===== config.mk =====
export PLATFORM = sky130hd
export DESIGN_NAME = bikelight_mode_ctrl
export DESIGN_NICKNAME = d
export VERILOG_FILES = /design/src/rtl/bikelight_mode_ctrl.sv
export SDC_FILE = /design/constraint.sdc
export NUM_CORES = 1
export LEC_CHECK = 0
export BUFFER_PORTS_ARGS = -buffer_cell sky130_fd_sc_hd__buf_2
export CORE_MARGIN = 10
export CORE_UTILIZATION = 50
export DETAILED_ROUTE_END_ITERATION = 8
export GPL_ROUTABILITY_DRIVEN = 0
export MAX_ROUTING_LAYER = met4
export PLACE_DENSITY = 0.79
export SLEW_MARGIN = 20
export SYNTH_ARGS = -nofsm -noshare
export SYNTH_HDL_FRONTEND = slang
export SYNTH_SLANG_ARGS = --single-unit

===== constraint.sdc =====
create_clock -name clk -period 4.2 [get_ports clk]
set_clock_uncertainty 0.15 [all_clocks]
set_input_delay 0.21 -clock clk [delete_from_list [all_inputs] [get_ports clk]]
set_output_delay 0.21 -clock clk [all_outputs]
set_load 0.01 [all_outputs]

===== src/rtl/bikelight_mode_ctrl.sv =====
// bikelight_mode_ctrl: bike light mode sequencer.
// Short press steps the one-hot mode OFF->ON->BLINK->DIM->OFF; a long press
// forces OFF. Drives a registered LED output: steady, blink or dim PWM.
// Optional feature: define BIKELIGHT_AUTO_OFF_EN to enable the idle auto-off timer.
// The release pulse port is named rel because release is a reserved word.
module bikelight_mode_ctrl #(
    parameter int unsigned LONG_CYC = 16,
    parameter int unsigned BLINK_W  = 4,
    parameter int unsigned DIM_W    = 2,
    parameter int unsigned DIM_DUTY = 3,
    parameter int unsigned TIMEOUT  = 1024
) (
    input  logic       clk,
    input  logic       rst_n,
    input  logic       press,
    input  logic       rel,
    output logic [3:0] mode,
    output logic       mode_change,
    output logic       led
);

    localparam int unsigned HOLD_W = $clog2(LONG_CYC + 1);
    localparam int unsigned DUTY_W = DIM_W + 1;

    localparam logic [3:0] M_OFF   = 4'b0001;
    localparam logic [3:0] M_ON    = 4'b0010;
    localparam logic [3:0] M_BLINK = 4'b0100;
    localparam logic [3:0] M_DIM   = 4'b1000;

    // hold_cnt value whose increment reaches LONG_CYC-1
    localparam logic [HOLD_W-1:0] HOLD_FIRE = HOLD_W'(LONG_CYC - 2);
    localparam logic [HOLD_W-1:0] HOLD_MAX  = HOLD_W'(LONG_CYC);
    localparam logic [DUTY_W-1:0] DUTY      = DUTY_W'(DIM_DUTY);

    // Elaboration-time parameter sanity checks
    if (LONG_CYC < 2) begin : g_bad_long
        $error("LONG_CYC must be at least 2");
    end
    if (DIM_DUTY > (1 << DIM_W)) begin : g_bad_duty
        $error("DIM_DUTY must not exceed 2**DIM_W");
    end
    if (TIMEOUT < 2) begin : g_bad_timeout
        $error("TIMEOUT must be at least 2");
    end

    logic                held;
    logic                consumed;
    logic [HOLD_W-1:0]   hold_cnt;
    logic [BLINK_W-1:0]  blink_cnt;
    logic [DIM_W-1:0]    pwm_cnt;

    logic [3:0]          mode_nxt;
    logic                held_nxt;
    logic                consumed_nxt;
    logic [HOLD_W-1:0]   hold_cnt_nxt;
    logic                long_fire;
    logic                changed;
    logic                led_nxt;

`ifdef BIKELIGHT_AUTO_OFF_EN
    localparam int unsigned IDLE_W = $clog2(TIMEOUT);
    logic [IDLE_W-1:0]   idle_cnt;
    logic [IDLE_W-1:0]   idle_cnt_nxt;
    logic                timeout_hit;
`endif

    // Press tracking and next-mode decision
    always_comb begin
        mode_nxt     = mode;
        held_nxt     = held;
        consumed_nxt = consumed;
        hold_cnt_nxt = hold_cnt;
        long_fire    = held && !consumed && (hold_cnt == HOLD_FIRE);

        if (held && (hold_cnt != HOLD_MAX)) begin
            hold_cnt_nxt = hold_cnt + HOLD_W'(1);
        end

        if (long_fire) begin
            mode_nxt     = M_OFF;
            consumed_nxt = 1'b1;
        end

        if (held && rel) begin
            held_nxt = 1'b0;
            if (!consumed && !long_fire) begin
                mode_nxt = {mode[2:0], mode[3]};
            end
        end else if (!held && press) begin
            if (rel) begin
                mode_nxt = {mode[2:0], mode[3]};
            end else begin
                held_nxt     = 1'b1;
                hold_cnt_nxt = '0;
                consumed_nxt = 1'b0;
            end
        end

`ifdef BIKELIGHT_AUTO_OFF_EN
        // A press in the timeout cycle keeps the light on
        timeout_hit = (mode != M_OFF) && !held && !press &&
                      (idle_cnt == IDLE_W'(TIMEOUT - 1));
        if (timeout_hit) begin
            mode_nxt = M_OFF;
        end
`endif

        if (!$onehot(mode)) begin
            mode_nxt = M_OFF;
        end

        changed = (mode_nxt != mode);

`ifdef BIKELIGHT_AUTO_OFF_EN
        if (press || changed) begin
            idle_cnt_nxt = '0;
        end else if ((mode != M_OFF) && !held) begin
            idle_cnt_nxt = idle_cnt + IDLE_W'(1);
        end else begin
            idle_cnt_nxt = idle_cnt;
        end
`endif
    end

    // LED pattern for the current mode
    always_comb begin
        led_nxt = 1'b0;
        case (mode)
            M_ON:    led_nxt = 1'b1;
            M_BLINK: led_nxt = ~blink_cnt[BLINK_W-1];
            M_DIM:   led_nxt = ({1'b0, pwm_cnt} < DUTY);
            default: led_nxt = 1'b0;
        endcase
    end

    // State, counters and registered outputs
    always_ff @(posedge clk or negedge rst_n) begin
        if (!rst_n) begin
            mode        <= M_OFF;
            mode_change <= 1'b0;
            led         <= 1'b0;
            held        <= 1'b0;
            consumed    <= 1'b0;
            hold_cnt    <= '0;
            blink_cnt   <= '0;
            pwm_cnt     <= '0;
`ifdef BIKELIGHT_AUTO_OFF_EN
            idle_cnt    <= '0;
`endif
        end else begin
            mode        <= mode_nxt;
            mode_change <= changed;
            led         <= led_nxt;
            held        <= held_nxt;
            consumed    <= consumed_nxt;
            hold_cnt    <= hold_cnt_nxt;
            blink_cnt   <= changed ? '0 : blink_cnt + BLINK_W'(1);
            pwm_cnt     <= changed ? '0 : pwm_cnt + DIM_W'(1);
`ifdef BIKELIGHT_AUTO_OFF_EN
            idle_cnt    <= idle_cnt_nxt;
`endif
        end
    end

endmodule


==> results.txt, run 1 <==
- CTS built an H-tree with a depth of 1.
* Mapped Avg Cell Area: 9.487 um2
- Cells with a size suffix above 1 make up 13.19% of the layout.
* Area of the mapped netlist: 1271 um2
- After synthesis, the netlist uses 48 different library cells.
- Worst slew slack as a fraction of its limit: 55.13%
* Class of the tightest hold or removal check: input pin to flop
- Net count after synthesis: 148
- Final cycle utilization of the critical path: 93.04%
* Clock period minus final worst setup slack: 3.908 ns
* Number of fillers in the final layout: 229
- The number of gates resized after CTS was 0.
- Synth Warn #: 0
- Flops & latches, synth: 19
* Required time of the critical path: 4.23 ns
* Top-area cell type share of the netlist area: 35.43%
- Setup violations remaining at the end of the flow were counted as 0.
- Once the clock tree was built, the setup fixing pass inserted 0 buffers.
- Row generation in the floorplan step produced 18 rows.
- Critical Path, Cell by Cell: inv_1, fa_1, inv_1, ha_1, ha_1, nor3b_1, mux2i_1, o311ai_0, a2111o_1, or3_1
- Post-Route Hold Slack: 0.03829 ns
* Overall global routing resource usage: 11.29%
- Die outline height: 70.42 um
- At the later pin of the worst-skew pair, clock insertion delay measures 0.30 ns.
- CP endpoint kind: flop
- For the worst setup path, the data arrival time is 3.93 ns.
- In the routed design, unresolved DRC markers number 0.
- For this run, the top clock speed supported by timing is 255.9 MHz.
- Dividing total power by cell area gives a power density of 619.8 nW/um2.
- DRC violation total after the first TritonRoute iteration: 89
- Critical Path Fanout Max: 8
- Clock-pin slew was measured on the worst setup and hold paths at 0.11 ns.
- DIE WIDTH: 70.42 um
* Overall power: 0.8445 mW
- Overall overflow remaining after global route: 0
- The final layout contains 159 nets.
* Number of I/O port buffers: 9
- The number of antenna diodes in the final layout is 0.
- Setup total negative slack on the finished layout was measured at 0 ns.
- The tree is rooted in a sky130_fd_sc_hd__clkbuf_4.
- During I/O placement, the number of pins put on the boundary was 10.
* Fraction of registers with async set or reset after synthesis: 100.0%
- Fraction of the yosys area taken by sequential cells: 37.50%
- At the pin with the least slew margin, the transition time is 0.6637 ns.
* Post-Syn Instances: 134
- Launching element type of the critical path: flop
- The biggest area contributor in the post-synthesis netlist is sky130_fd_sc_hd__dfrtp_1.
- Full die area: 4959 um2
- Maximum number of pins on one net before global-route repair: 20
- The area growth from synthesis to layout is 7.185%.
- The first TritonRoute pass finished after 5 iterations.
* Via count: 1,063
- No sink is reached through more buffers than the 2 on the longest clock path.
- TritonCTS Buffers: 3
- Most area-consuming cells after synthesis: sky130_fd_sc_hd__dfrtp_1, sky130_fd_sc_hd__ha_1, sky130_fd_sc_hd__nor2_1
- Reported leakage power: 0.6510 nW
- The number of global-route vias before repair came to 1,143.
- Count of clock tree sinks: 19
- Critical path buffers and inverters: 2
- CTS tree: built
- Max rail drop VDD: 0.3424 mV
- Per-cell routed wire length: 15.48 um
* Setup slack at placement: 0.3312 ns
- By startpoint and endpoint, the worst setup path is classified as flop to flop.
* Crit path max-delay family: adder cells
- The tool flagged a number of max-cap violations equal to 0.
* Number of nets with antenna violations after detailed routing: 0
- Core ar.: 2455 um2
- The initial antenna violation count is 0.
- Global-route wire length before repair: 4726 um
- The count of final hold-check violations came to 0.
* Fin. max-slew vios: 0
* Final routed wirelength across all metal layers: 2693 um
* Critical path's largest stage delay: 0.60 ns
- After detailed routing, the number of vias per cell comes to 6.109.
* Status: finished clean
- The largest individual stage delay along the critical path comes from the cell sky130_fd_sc_hd__dfstp_2.
- Primary FF master, synth: sky130_fd_sc_hd__dfrtp_1
- In this run, synthesis inferred 0 flip-flops with an integrated enable.
- Detail Placement HPWL: 2047 um
- Setup repair after global routing left no endpoint under its margin.
- Final critical-path setup slack: 0.2921 ns
* Starting Density: 51.78%
cells by family after synthesis:
group                    count (synthesis)  synth area share [%]
AND/OR/NAND/NOR                         56                 25.10
AO/OA/AOI/OAI                           25                 14.77
flip-flops                              19                 37.50
buffers and inverters                   15                 5.807
adder cells (fa/ha/maj)                 10                 10.43
XOR/XNOR                                 7                 4.823
multiplexers                             2                 1.575
registers in the layout (all words and copies together) (netlist names):
name	count
pwm_cnt	2
hold_cnt	5
consumed	1
blink_cnt	4
mode	4
mode_change	1
held	1
led	1
routing by layer:
metal  share of wire, %  wire length (um)  track usage [%]  vias to the layer above
met5                  0                 0                -                        -
met1                 41              1096            11.98                      500
met2                 49              1329            19.16                       49
met3                9.4               254            3.531                        2
li1                   -                 -                -                      512
met4               0.48                13            4.167                        0
path summary, 6_finish.rpt:
kind	cells past startpoint	from	slack, ns	end
setup / recovery	10	mode[0]	0.29	mode_change
hold / removal	2	rel	0.04	held
setup reg to reg	10	mode[0]	0.29	mode_change
hold reg to reg	1	pwm_cnt[0]	0.32	pwm_cnt[0]
max in group asynchronous	2	rst_n	3.36	mode[0]
min in group asynchronous	2	rst_n	0.21	blink_cnt[1]
synth_stat cells, drive strengths merged (2+ instances only):
cell type / instances
a21oi: 5
a22oi: 2
and3b: 2
buf: 5
dfrtp: 18
ha: 9
inv: 10
mux2i: 2
nand2: 8
nand3: 6
nand3b: 2
nand4: 2
nor2: 14
nor3: 5
nor3b: 2
nor4: 4
o21ai: 2
o311ai: 3
o32a: 2
or3: 2
xnor2: 4
xor2: 3
power breakdown:
part           switching (mW)  internal, mW
clock                  0.0548        0.0355
sequential             0.0549         0.241
combinational           0.263         0.195
layout make-up:
class                   instances  area, um2  share of cell area (%)
clock inverters                 1      5.005                  0.3673
flip-flops and latches         19      476.7                   34.99
well taps                      30      37.54                   2.755
multi-input cells             100      720.7                   52.89
clock buffers                   3      22.52                   1.653
inverters                      10      37.54                   2.755
repair buffers                 11      62.56                   4.591
repair_timing:
| action | 4_1_cts | 5_1_grt |
|---|---|---|
| endpoints found under the setup margin | 0 | 0 |
| hold buffers | 1 | 0 |
| endpoints found under the hold margin | 18 | 0 |
placed cells by master (no fill, tap or decap), drive strengths merged, types with 2 or more instances in the layout:
| cell type | synthesis | routed |
|---|---|---|
| clkbuf | 0 | 3 |
| xor2 | 3 | 3 |
| o311ai | 3 | 3 |
| nor2 | 14 | 14 |
| nand4 | 2 | 2 |
| nand3b | 2 | 2 |
| or3 | 2 | 2 |
| nand2 | 8 | 8 |
| mux2i | 2 | 2 |
| a22oi | 2 | 2 |
| nor4 | 4 | 4 |
| nor3 | 5 | 5 |
| nor3b | 2 | 2 |
| dfrtp | 18 | 18 |
| o32a | 2 | 2 |
| nand3 | 6 | 6 |
| buf | 5 | 10 |
| and3b | 2 | 2 |
| xnor2 | 4 | 4 |
| o21ai | 2 | 2 |
| inv | 10 | 10 |
| a21oi | 5 | 5 |
| ha | 9 | 9 |
through the flow:
stage	util [%]	cells	cell area, um2
6_report	55.50	174	1363
5_1_grt	55.50	174	1363
4_1_cts	55.50	174	1363
3_5_place_dp	53.98	169	1325
3_3_place_gp	53.98	169	1325
2_1_floorplan	-	134	1271
Note: power is estimated with default switching activity, not from simulation.
==> run 2: changes to the inputs <==
Settings changed: CORE_UTILIZATION 50 to 58, PLACE_DENSITY 0.79 to 0.88.
==> run 2 against run 1 <==
Against the previous run: die area down 10%; wire length increased by 4.0%; power grew 1.7%; sequential cell count unchanged; setup slack better by 0.049 ns; core utilization up 12 points; first-iteration DRC count grew 15%; clock-buffer cell count unchanged; critical path depth is the same; largest power group unchanged.
==> results.txt, run 2 (synthesized netlist as in run 1, its figures left out) <==
* Most common cell after layout, fill and taps aside: sky130_fd_sc_hd__dfrtp_1 (unchanged)
- Sum Neg Setup Slack: 0 ns (unchanged)
- The class of the tightest hold or removal check was input pin to flop (unchanged).
- Status: finished clean (unchanged)
- The initial standard-cell utilization of the core is 62.87% (was 51.78%).
- The number of pins exceeding their max-slew limit in the final report is 0 (unchanged).
* Vias in the first global route: 1,023 (was 1,143)
- Highest-count cells in the layout ignoring fill and taps: sky130_fd_sc_hd__dfrtp_1, sky130_fd_sc_hd__nor2_1, sky130_fd_sc_hd__inv_1 (unchanged)
* Net total in the final layout: 159 (unchanged)
- The count of standard-cell rows is 16 (was 18).
- H-Tree Level Count: 1 (unchanged)
- Post-Route Hold Slack: 0.03701 ns (was 0.03829 ns)
- The maximum resistive drop on vdd came to 0.4921 mV (was 0.3424 mV).
- CP Class: flop to flop (unchanged)
- The clock buffer count from CTS came to 3 (unchanged).
* Count of clock tree sinks: 19 (unchanged)
- Layout cell share with drive strength beyond 1: 13.19% (unchanged)
* Max FFs per register: 5 (unchanged)
- Number of vias per cell after detailed routing: 6.327 (was 6.109)
- Launching element type of the critical path: flop (unchanged)
- The top-level I/O count was 10 (unchanged).
- The worst relative slew slack came to 52.15% (was 55.13%).
* Final setup viols: 0 (unchanged)
- The number of antenna diodes came to 0 (unchanged).
- Final critical-path setup slack: 0.3409 ns (was 0.2921 ns)
- Number of nets with antenna violations after detailed routing: 0 (unchanged)
* Slew at the pin closest to its max-slew limit: 0.7162 ns (was 0.6637 ns)
- The number of max-capacitance violations reported is 0 (unchanged).
- Overall overflow remaining after global route: 0 (unchanged)
* Power density over the cells: 632.2 nW/um2 (was 619.8 nW/um2)
- The initial antenna violation count was 0 (unchanged).
- Number of fillers in the final layout: 155 (was 229)
- Root cell of the clock tree: sky130_fd_sc_hd__clkbuf_4 (unchanged)
- The clock period minus final worst setup slack is 3.859 ns (was 3.908 ns).
- The total power draw is 0.8590 mW (was 0.8445 mW).
- Final cycle utilization of the critical path: 91.88% (was 93.04%)
- The post-synthesis to final-layout area growth came to 6.890% (was 7.185%).
* Number of hold violations in the final report: 0 (unchanged)
- Count of buffers added by post-CTS timing repair for setup: 0 (unchanged)
- The required arrival time at the worst endpoint is 4.24 ns (was 4.23 ns).
- Largest registers in the final layout: hold_cnt (5), blink_cnt (4), mode (4) (unchanged).
* Full die area: 4464 um2 (was 4959 um2)
* CP endpoint kind: flop (unchanged)
* Overall global routing resource usage: 13.71% (was 11.29%)
* Max Clock Freq: 259.1 MHz (was 255.9 MHz)
- Final routed wirelength across all metal layers: 2801 um (was 2693 um)
- Reported leakage power: 0.6510 nW (unchanged)
* Maximum number of pins on one net before global-route repair: 20 (unchanged)
- The CTS clock-pin slew for the worst setup and hold paths came to 0.11 ns (about the same).
* Most flop-heavy register: hold_cnt (unchanged)
- The via count is 1,082 (was 1,063).
* Per-cell routed wire length: 16.38 um (was 15.48 um)
* Clock Path Buffers: 2 (unchanged)
- The detailed-routing iteration count for the pre-antenna-repair pass was 4 (was 5).
- The number of gates resized after CTS was 0 (unchanged).
* Number of I/O port buffers: 9 (unchanged)
- Clock latency of the later-clocked register in the worst-skew pair: 0.30 ns (about the same)
* DIE WIDTH: 66.82 um (was 70.42 um)
* CTS tree: built (unchanged)
- The total half-perimeter wirelength after legalization and detailed placement came to 2061 um (was 2047 um).
- Number of buffers inserted for hold repair after clock tree synthesis: 1 (unchanged)
- Critical Path AT: 3.90 ns (was 3.93 ns)
* Die outline height: 66.82 um (was 70.42 um)
* DRC violation total after the first TritonRoute iteration: 102 (was 89)
- Global-route wire length before repair: 4664 um (was 4726 um)
- The pre-CTS setup slack came to 0.3713 ns (was 0.3312 ns).
- The placeable core region came to 2022 um2 (was 2455 um2).
* RSZ-0062 raised after global routing: false (unchanged)
- DR DRC count: 0 (unchanged)
* Critical Path Fanout Max: 8 (unchanged)
==> run 2: cell counts in the layout (fill, tap and decap cells not counted) <==
No cell type changed its count.
==> run 2: worst paths after layout <==
check	startpoint	to	slack (ns)	depth (start not counted)
setup / recovery	mode[0]	mode_change	0.34	10
hold / removal	rel	held	0.04	2
setup reg to reg	mode[0]	mode_change	0.34	10
hold reg to reg	blink_cnt[0]	blink_cnt[0]	0.33	1
max in group asynchronous	rst_n	mode[0]	3.34	2
min in group asynchronous	rst_n	mode[1]	0.22	2
==> run 2: final cells by class <==
cell class / count / area [um2] / share of cell area (%)
inverters: 10 / 37.54 / 2.762
repair buffers: 11 / 62.56 / 4.604
flip-flops and latches: 19 / 476.7 / 35.08
multi-input cells: 100 / 720.7 / 53.04
clock buffers: 3 / 22.52 / 1.657
well taps: 27 / 33.78 / 2.486
clock inverters: 1 / 5.005 / 0.3683
==> run 2: metal layers <==
layer | vias up | part of all wire, % | global-route usage, %
met1 | 496 | 45 | 16.83
met2 | 55 | 44 | 19.43
li1 | 520 | - | -
met3 | 11 | 8.0 | 3.512
met4 | 0 | 3.1 | 8.639
met5 | - | 0 | -
==> run 2: where the power goes <==
group	switching (mW)	internal [mW]
clock network	0.0589	0.0356
registers	0.0574	0.241
logic	0.268	0.197
total	0.385	0.474
==> run 2: worst max-delay path, stage by stage (launching register included) <==
cell                       delay [ns]
sky130_fd_sc_hd__dfstp_2         0.60
sky130_fd_sc_hd__inv_1           0.16
sky130_fd_sc_hd__fa_1            0.57
sky130_fd_sc_hd__inv_1           0.04
sky130_fd_sc_hd__ha_1            0.17
sky130_fd_sc_hd__ha_1            0.31
sky130_fd_sc_hd__nor3b_1         0.49
sky130_fd_sc_hd__mux2i_1         0.23
sky130_fd_sc_hd__o311ai_0        0.14
sky130_fd_sc_hd__a2111o_1        0.48
sky130_fd_sc_hd__or3_1           0.40
==> run 2: stage by stage <==
| stage | utilization, % | area, um2 | cells |
|---|---|---|---|
| after detailed placement | 65.35 | 1321 | 166 |
| after global routing | 67.20 | 1359 | 171 |
| after floorplan | - | 1271 | 134 |
| after global placement | 65.35 | 1321 | 166 |
| final | 67.20 | 1359 | 171 |
| after CTS | 67.20 | 1359 | 171 |
